## src/rtl/cpu_pkg.sv

```systemverilog
// ---------------------------------------------------------------------------
// cpu_pkg
// Shared definitions for the 8-bit CPU and its program loader:
//   - MEM_SIZE_DEF   : default instruction memory depth in bytes
//   - loader_state_e : program-loader FSM states
//   - opcode / register-index constants used by the CPU core
//   - sum8           : modulo-256 byte sum used by the loader checksum
// ---------------------------------------------------------------------------
package cpu_pkg;

    localparam int MEM_SIZE_DEF = 256;

    typedef enum logic [2:0] {
        ST_IDLE  = 3'd0,
        ST_LEN   = 3'd1,
        ST_DATA  = 3'd2,
        ST_CHECK = 3'd3,
        ST_DONE  = 3'd4,
        ST_ERR   = 3'd5
    } loader_state_e;

    // Opcode field (upper nibble of an instruction byte)
    localparam logic [3:0] OP_NOP = 4'h0;
    localparam logic [3:0] OP_LDI = 4'h1;
    localparam logic [3:0] OP_ADD = 4'h2;
    localparam logic [3:0] OP_SUB = 4'h3;
    localparam logic [3:0] OP_JMP = 4'h4;
    localparam logic [3:0] OP_JZ  = 4'h5;
    localparam logic [3:0] OP_HLT = 4'hF;

    // Register indices
    localparam logic [1:0] REG_A = 2'd0;
    localparam logic [1:0] REG_B = 2'd1;
    localparam logic [1:0] REG_C = 2'd2;
    localparam logic [1:0] REG_D = 2'd3;

    // Modulo-256 accumulate of one byte into a running sum.
    function automatic logic [7:0] sum8(input logic [7:0] acc, input logic [7:0] b);
        return acc + b;
    endfunction

endpackage

```

## src/rtl/prog_loader_strobe_sync.sv

```systemverilog
// ---------------------------------------------------------------------------
// strobe_sync
// Brings an asynchronous pin strobe into the clk domain and produces a
// single-cycle pulse for every rising edge of the strobe.
//   SYNC_STAGES-flop synchronizer -> history flop -> registered rise pulse.
// The rise pulse is registered so downstream logic sees a clean flop output.
// A strobe first sampled high at clk edge 1 gives o_rise high after edge
// SYNC_STAGES+1.
// Ports:
//   clk      in  system clock
//   rst_n    in  asynchronous active-low reset
//   i_async  in  asynchronous strobe pin
//   o_rise   out one-cycle pulse per rising edge of i_async
// ---------------------------------------------------------------------------
module strobe_sync #(
    parameter int SYNC_STAGES = 2
) (
    input  logic clk,
    input  logic rst_n,
    input  logic i_async,
    output logic o_rise
);

    logic [SYNC_STAGES-1:0] r_sync;
    logic                   r_hist;
    logic                   r_rise;

    // Synchronizer chain, edge history and registered rise pulse
    always_ff @(posedge clk or negedge rst_n) begin
        if (!rst_n) begin
            r_sync <= '0;
            r_hist <= 1'b0;
            r_rise <= 1'b0;
        end else begin
            r_sync <= {r_sync[SYNC_STAGES-2:0], i_async};
            r_hist <= r_sync[SYNC_STAGES-1];
            r_rise <= r_sync[SYNC_STAGES-1] & ~r_hist;
        end
    end

    assign o_rise = r_rise;

endmodule

```

## src/rtl/prog_loader.sv

```systemverilog
// ---------------------------------------------------------------------------
// prog_loader
// Streams a program from the host pins into instruction memory and holds
// the CPU (PC forced to 0) while loading. Session format: one length byte
// (0 means 256), then len data bytes written to addresses 0..len-1
// (wrapping modulo MEM_SIZE).
// Build option: define LOADER_CHECKSUM_EN to require a trailing checksum
// byte (two's complement of the data-byte sum); a bad checksum ends in ERR.
// Ports:
//   clk, rst_n   clock, asynchronous active-low reset
//   load_req     level, high starts and sustains a load session
//   byte_in      program byte, stable while byte_strobe is high
//   byte_strobe  asynchronous strobe, one byte per rising edge
//   mem_we       one-cycle write pulse to instruction memory
//   mem_addr     write address (ADDR_W bits)
//   mem_wdata    write data
//   cpu_hold     high = CPU frozen
//   load_done    high after a successful load until the next session
//   load_err     sticky error, cleared when the next session starts
// ---------------------------------------------------------------------------
module prog_loader
    import cpu_pkg::*;
#(
    parameter int MEM_SIZE    = MEM_SIZE_DEF,
    parameter int ADDR_W      = 8,
    parameter int SYNC_STAGES = 2
) (
    input  logic              clk,
    input  logic              rst_n,
    input  logic              load_req,
    input  logic [7:0]        byte_in,
    input  logic              byte_strobe,
    output logic              mem_we,
    output logic [ADDR_W-1:0] mem_addr,
    output logic [7:0]        mem_wdata,
    output logic              cpu_hold,
    output logic              load_done,
    output logic              load_err
);

    localparam logic [8:0] ADDR_MASK = 9'(MEM_SIZE - 1);

    loader_state_e     r_state, w_state_nxt;
    logic              r_we, w_we_nxt;
    logic [ADDR_W-1:0] r_addr, w_addr_nxt;
    logic [7:0]        r_wdata, w_wdata_nxt;
    logic              r_hold, w_hold_nxt;
    logic              r_done, w_done_nxt;
    logic              r_err, w_err_nxt;
    logic [8:0]        r_count, w_count_nxt;
    logic [8:0]        r_len, w_len_nxt;
    logic              r_req_d;
`ifdef LOADER_CHECKSUM_EN
    logic [7:0]        r_sum, w_sum_nxt;
`endif

    logic w_byte_ev;
    logic w_req_rise;
    logic w_last;

    strobe_sync #(
        .SYNC_STAGES (SYNC_STAGES)
    ) u_strobe_sync (
        .clk     (clk),
        .rst_n   (rst_n),
        .i_async (byte_strobe),
        .o_rise  (w_byte_ev)
    );

    // load_req is a host level assumed synchronous to clk; only its edge is tracked
    assign w_req_rise = load_req & ~r_req_d;
    assign w_last     = (r_count == (r_len - 9'd1));

    // Next-state and next-output decode
    always_comb begin
        w_state_nxt = r_state;
        w_we_nxt    = 1'b0;
        w_addr_nxt  = r_addr;
        w_wdata_nxt = r_wdata;
        w_hold_nxt  = r_hold;
        w_done_nxt  = r_done;
        w_err_nxt   = r_err;
        w_count_nxt = r_count;
        w_len_nxt   = r_len;
`ifdef LOADER_CHECKSUM_EN
        w_sum_nxt   = r_sum;
`endif
        case (r_state)
            ST_IDLE: begin
                if (load_req) begin
                    w_state_nxt = ST_LEN;
                    w_hold_nxt  = 1'b1;
                    w_done_nxt  = 1'b0;
                    w_err_nxt   = 1'b0;
                    w_count_nxt = 9'd0;
`ifdef LOADER_CHECKSUM_EN
                    w_sum_nxt   = 8'h00;
`endif
                end else begin
                    w_state_nxt = ST_IDLE;
                end
            end
            ST_LEN: begin
                // Abort has priority over a byte arriving in the same cycle
                if (!load_req) begin
                    w_state_nxt = ST_ERR;
                    w_hold_nxt  = 1'b1;
                    w_err_nxt   = 1'b1;
                end else if (w_byte_ev) begin
                    w_len_nxt   = (byte_in == 8'h00) ? 9'd256 : {1'b0, byte_in};
                    w_state_nxt = ST_DATA;
                end else begin
                    w_state_nxt = ST_LEN;
                end
            end
            ST_DATA: begin
                if (!load_req) begin
                    w_state_nxt = ST_ERR;
                    w_hold_nxt  = 1'b1;
                    w_err_nxt   = 1'b1;
                end else if (w_byte_ev) begin
                    w_we_nxt    = 1'b1;
                    w_addr_nxt  = ADDR_W'(r_count & ADDR_MASK);
                    w_wdata_nxt = byte_in;
                    w_count_nxt = r_count + 9'd1;
`ifdef LOADER_CHECKSUM_EN
                    w_sum_nxt   = sum8(r_sum, byte_in);
                    if (w_last) begin
                        w_state_nxt = ST_CHECK;
                    end else begin
                        w_state_nxt = ST_DATA;
                    end
`else
                    if (w_last) begin
                        w_state_nxt = ST_DONE;
                        w_hold_nxt  = 1'b0;
                        w_done_nxt  = 1'b1;
                    end else begin
                        w_state_nxt = ST_DATA;
                    end
`endif
                end else begin
                    w_state_nxt = ST_DATA;
                end
            end
`ifdef LOADER_CHECKSUM_EN
            ST_CHECK: begin
                if (!load_req) begin
                    w_state_nxt = ST_ERR;
                    w_hold_nxt  = 1'b1;
                    w_err_nxt   = 1'b1;
                end else if (w_byte_ev) begin
                    // Data sum plus its two's complement is zero mod 256
                    if (sum8(r_sum, byte_in) == 8'h00) begin
                        w_state_nxt = ST_DONE;
                        w_hold_nxt  = 1'b0;
                        w_done_nxt  = 1'b1;
                    end else begin
                        w_state_nxt = ST_ERR;
                        w_hold_nxt  = 1'b1;
                        w_err_nxt   = 1'b1;
                    end
                end else begin
                    w_state_nxt = ST_CHECK;
                end
            end
`endif
            ST_DONE: begin
                // A new session needs a fresh rising edge of load_req
                if (w_req_rise) begin
                    w_state_nxt = ST_LEN;
                    w_hold_nxt  = 1'b1;
                    w_done_nxt  = 1'b0;
                    w_err_nxt   = 1'b0;
                    w_count_nxt = 9'd0;
`ifdef LOADER_CHECKSUM_EN
                    w_sum_nxt   = 8'h00;
`endif
                end else begin
                    w_state_nxt = ST_DONE;
                end
            end
            ST_ERR: begin
                // CPU stays held in IDLE until a later load succeeds
                if (!load_req) begin
                    w_state_nxt = ST_IDLE;
                end else begin
                    w_state_nxt = ST_ERR;
                end
            end
            default: begin
                w_state_nxt = ST_IDLE;
                w_hold_nxt  = 1'b0;
                w_done_nxt  = 1'b0;
                w_err_nxt   = 1'b0;
            end
        endcase
    end

    // State, session counters and registered outputs
    always_ff @(posedge clk or negedge rst_n) begin
        if (!rst_n) begin
            r_state <= ST_IDLE;
            r_we    <= 1'b0;
            r_addr  <= '0;
            r_wdata <= 8'h00;
            r_hold  <= 1'b0;
            r_done  <= 1'b0;
            r_err   <= 1'b0;
            r_count <= 9'd0;
            r_len   <= 9'd0;
            r_req_d <= 1'b0;
`ifdef LOADER_CHECKSUM_EN
            r_sum   <= 8'h00;
`endif
        end else begin
            r_state <= w_state_nxt;
            r_we    <= w_we_nxt;
            r_addr  <= w_addr_nxt;
            r_wdata <= w_wdata_nxt;
            r_hold  <= w_hold_nxt;
            r_done  <= w_done_nxt;
            r_err   <= w_err_nxt;
            r_count <= w_count_nxt;
            r_len   <= w_len_nxt;
            r_req_d <= load_req;
`ifdef LOADER_CHECKSUM_EN
            r_sum   <= w_sum_nxt;
`endif
        end
    end

    assign mem_we    = r_we;
    assign mem_addr  = r_addr;
    assign mem_wdata = r_wdata;
    assign cpu_hold  = r_hold;
    assign load_done = r_done;
    assign load_err  = r_err;

endmodule
```

## config.mk

```make
export PLATFORM = sky130hd
export DESIGN_NAME = prog_loader
export DESIGN_NICKNAME = d
export VERILOG_FILES = /design/src/rtl/cpu_pkg.sv /design/src/rtl/prog_loader_strobe_sync.sv /design/src/rtl/prog_loader.sv
export SDC_FILE = /design/constraint.sdc
export NUM_CORES = 1
export LEC_CHECK = 0
export ABC_AREA = 0
export CAP_MARGIN = 10
export CORE_ASPECT_RATIO = 0.7
export CORE_MARGIN = 1.5
export CORE_UTILIZATION = 30
export DETAILED_ROUTE_END_ITERATION = 10
export GPL_ROUTABILITY_DRIVEN = 0
export GPL_TIMING_DRIVEN = 1
export PLACE_DENSITY_LB_ADDON = 0.1
export SLEW_MARGIN = 20
export SYNTH_ARGS = -nofsm -noshare
export SYNTH_HDL_FRONTEND = slang
export SYNTH_HIERARCHICAL = 1
export SYNTH_SLANG_ARGS = --single-unit
```

## constraint.sdc

```tcl
create_clock -name clk -period 6.39 [get_ports clk]
set_clock_uncertainty 0.05 [all_clocks]
set_input_delay 0.639 -clock clk [delete_from_list [all_inputs] [get_ports clk]]
set_output_delay 0.639 -clock clk [all_outputs]
set_load 0.01 [all_outputs]
```

==> run summary <==
* finished clean — outcome
* 8.10 mm — wire length of the first global-routing pass
* sky130_fd_sc_hd__dfrtp_1 — cell type with the largest total area after synthesis
* 46 — Seq cells post-synth
* 7 — worst reg-to-reg path cell count
* 4.79 mm — total detailed-routing wirelength
* 3.40 ns — Post-Place Setup Slack
* 0.743 ns — Worst-Margin Slew
* in -> reg — WS Path Type
* 3.76 ns — Setup WS post-layout
* 0 — number of enable-type register cells in the synthesized netlist
* in -> async — Hold Path Class
* 252 — number of nets at the end of the flow
* 100% — share of async-settable or async-resettable flops after synthesis
* 0 — total count of hold-check failures in the final report
* 31 — maximum number of pins on one net before global-route repair
* 0.29 ns — latest clock arrival within the worst-skew pair
* 381 MHz — achievable frequency
* 6.52 ns — data required time at the worst endpoint
* 2 — number of buffers on the longest clock path
* 16 — Critical Path Fanout Max
* 2 — level count of the clock H-tree
* cpu_hold — Crit Reg-Reg Endpoint
* 0 — number of remaining DRC errors
* 10.7 um^2 — Avg Synthesized Cell Area
* 23.1% — area added between synthesis and finish
* 0.0000900 V — worst voltage drop across the vdd grid
* 0.09 ns — clock slew seen by the registers of the worst setup and hold paths
* sky130_fd_sc_hd__clkbuf_8 — CTS root buffer
* primary input — type of element launching the critical path
* 6 — number of warnings printed during yosys synthesis
* 102 — DRC marker count from the first detailed-route iteration
* 7960 um^2 — area enclosed by the die boundary
* 1,619 — routed vias
* 4 — length of the first detailed-routing pass in iterations
* 0 — # Post-CTS Setup Buffers
* 50.2% — remaining max-slew budget at the tightest pin
* 41.1% — final worst-path cycle share
* 0.000845 W — Overall Power
* 46 — number of clock sinks
* 208 — synthesized netlist cell count
* 14.6% — share of post-route cells with drive strength above 1
* 106 um — horizontal die dimension
* 7250 um^2 — Floorplan Core Area
* 0 — Hold Buf Count CTS
* 14.2 um — detailed-route wire length per cell
* sky130_fd_sc_hd__dfrtp_1 (52%), sky130_fd_sc_hd__mux2_2 (11%), sky130_fd_sc_hd__o21ai_0 (5.6%) — top post-synthesis cells by area
* 308 nW/um^2 — power density cells
* 2230 um^2 — Mapped Area
* yes — CTS tree
* 51.7% — portion of synthesized cell area occupied by the leading cell type
* 31 — number of port buffers
* 1.19 nW — Leak
* 75.1 um — die height
* 2.63 ns — minimum clock period after layout
* 0 — count of instances resized after the clock tree is built
* 5 — number of CTS-inserted buffers
* flop — endpoint class of the critical path
* 0 — overflow left after global routing
* sky130_fd_sc_hd__dfrtp_1 — main flop type after synthesis
* 47 — number of library cell types mapped by synthesis
* 0 — Slew Viols, Final
* 13.2% — all-layer global routing usage
* 3.34 mm — DP Wirelength
* 0 — Final Setup Violations
* 4.80 — number of vias per cell after detailed routing
* 0 — count of max-cap constraint violations
* 26 — row count
* 30.7% — starting utilization of the core area
* 3.82 ns — setup slack of the most critical reg-to-reg path
* 0 — initial antenna violation count
* 0 ns — setup tns final
* 32 — Boundary Pins
* 0 — remaining antenna violation count after routing
* 51.7% — share of the yosys chip area belonging to registers
* r_len[0] — worst reg2reg path startpoint
* 1,617 — via count of the first global-routing pass
* 2.76 ns — worst path arrival time
* no — RSZ-0062 raised after global routing
* 0 — count of inserted antenna diode cells
* 222 — net count after synthesis
power breakdown:
group / internal [W] / switching (W) / leakage, nW / total (W)
registers: 0.000340 / 0.0000792 / 0.603 / 0.000420
clock network: 0.0000774 / 0.0000994 / 0.0452 / 0.000177
logic: 0.000136 / 0.000113 / 0.538 / 0.000249
stage by stage:
step	utilization, %	hold slack (ns)	std cells	cell area [um^2]
after floorplan	-	0.281	208	2230
after CTS	37.8	0.219	337	2740
after detailed placement	36.6	0.288	329	2660
final	37.8	0.219	337	2740
after global placement	36.2	0.286	328	2630
after global routing	37.8	0.233	337	2740
cell families after synthesis:
family          after synthesis  share of synthesized area, %
compound gates               53                          14.8
xor+xnor                     10                          3.93
fa+ha+maj                     2                          1.12
buf+inv                      16                          2.69
flops                        46                          51.7
mux                          22                          11.1
simple gates                 59                          14.7
worst max-delay path by stage:
stage             start            to
2_1_floorplan  r_len[0]      cpu_hold
3_3_place_gp   load_req      r_len[7]
3_5_place_dp   load_req  mem_wdata[6]
4_1_cts        load_req  mem_wdata[6]
5_1_grt        load_req   mem_addr[3]
6_report       load_req   mem_addr[3]
cells in the mapped netlist (4+ instances only):
cell / n
sky130_fd_sc_hd__xor2_1: 6
sky130_fd_sc_hd__clkbuf_1: 9
sky130_fd_sc_hd__nand2_1: 18
sky130_fd_sc_hd__nor2_1: 11
sky130_fd_sc_hd__dfrtp_1: 46
sky130_fd_sc_hd__inv_1: 6
sky130_fd_sc_hd__mux2_2: 21
sky130_fd_sc_hd__xnor2_1: 4
sky130_fd_sc_hd__and3_1: 5
sky130_fd_sc_hd__a21oi_1: 4
sky130_fd_sc_hd__o21ai_0: 25
worst max-delay path, cell delays in order:
cell and delay [ns]:
sky130_fd_sc_hd__clkdlybuf4s50_1 0.73, sky130_fd_sc_hd__nand2_1 0.22, sky130_fd_sc_hd__nor2_2 0.46, sky130_fd_sc_hd__buf_4 0.34
sky130_fd_sc_hd__mux2_2 0.36
final cells by class:
cell class	instances	area (um^2)
multi-input cells	146	1030
clock buffers	6	72.6
fillers	722	4510
repair buffers	33	333
clock inverters	2	13.8
inverters	6	22.5
well taps	98	123
flip-flops and latches	46	1150
routing by layer:
layer	wire length, um	up-vias	global-route usage, %
met3	175	2	3.29
met1	2720	775	20.0
met2	1870	30	18.8
met4	24	0	3.60
met5	0	-	0
li1	-	812	-
registers in the layout (all words and copies together), names as in the netlist:
signal,flops
u_strobe_sync/o_rise,1
r_state,3
u_strobe_sync/r_hist,1
cpu_hold,1
r_req_d,1
mem_addr,8
mem_we,1
r_count,9
load_done,1
load_err,1
u_strobe_sync/r_sync,2
r_len,9
mem_wdata,8
layout by cell type (no fill, tap or decap), drive strengths merged, types with 2 or more instances in the layout:
| cell | n |
|---|---|
| o21bai | 2 |
| nor4b | 2 |
| a31oi | 3 |
| o21ai | 25 |
| nor4 | 2 |
| or4 | 2 |
| a21oi | 4 |
| mux2 | 21 |
| a21o | 3 |
| nand4 | 2 |
| o31a | 2 |
| nand2b | 2 |
| buf | 3 |
| and3 | 5 |
| o22ai | 3 |
| nand2 | 18 |
| nor3 | 3 |
| o31ai | 2 |
| clkinv | 2 |
| clkbuf | 6 |
| ha | 2 |
| xor2 | 6 |
| clkdlybuf4s50 | 30 |
| dfrtp | 46 |
| nor2 | 11 |
| inv | 6 |
| xnor2 | 4 |
| nor2b | 4 |
(Power assumes the default switching activity.)
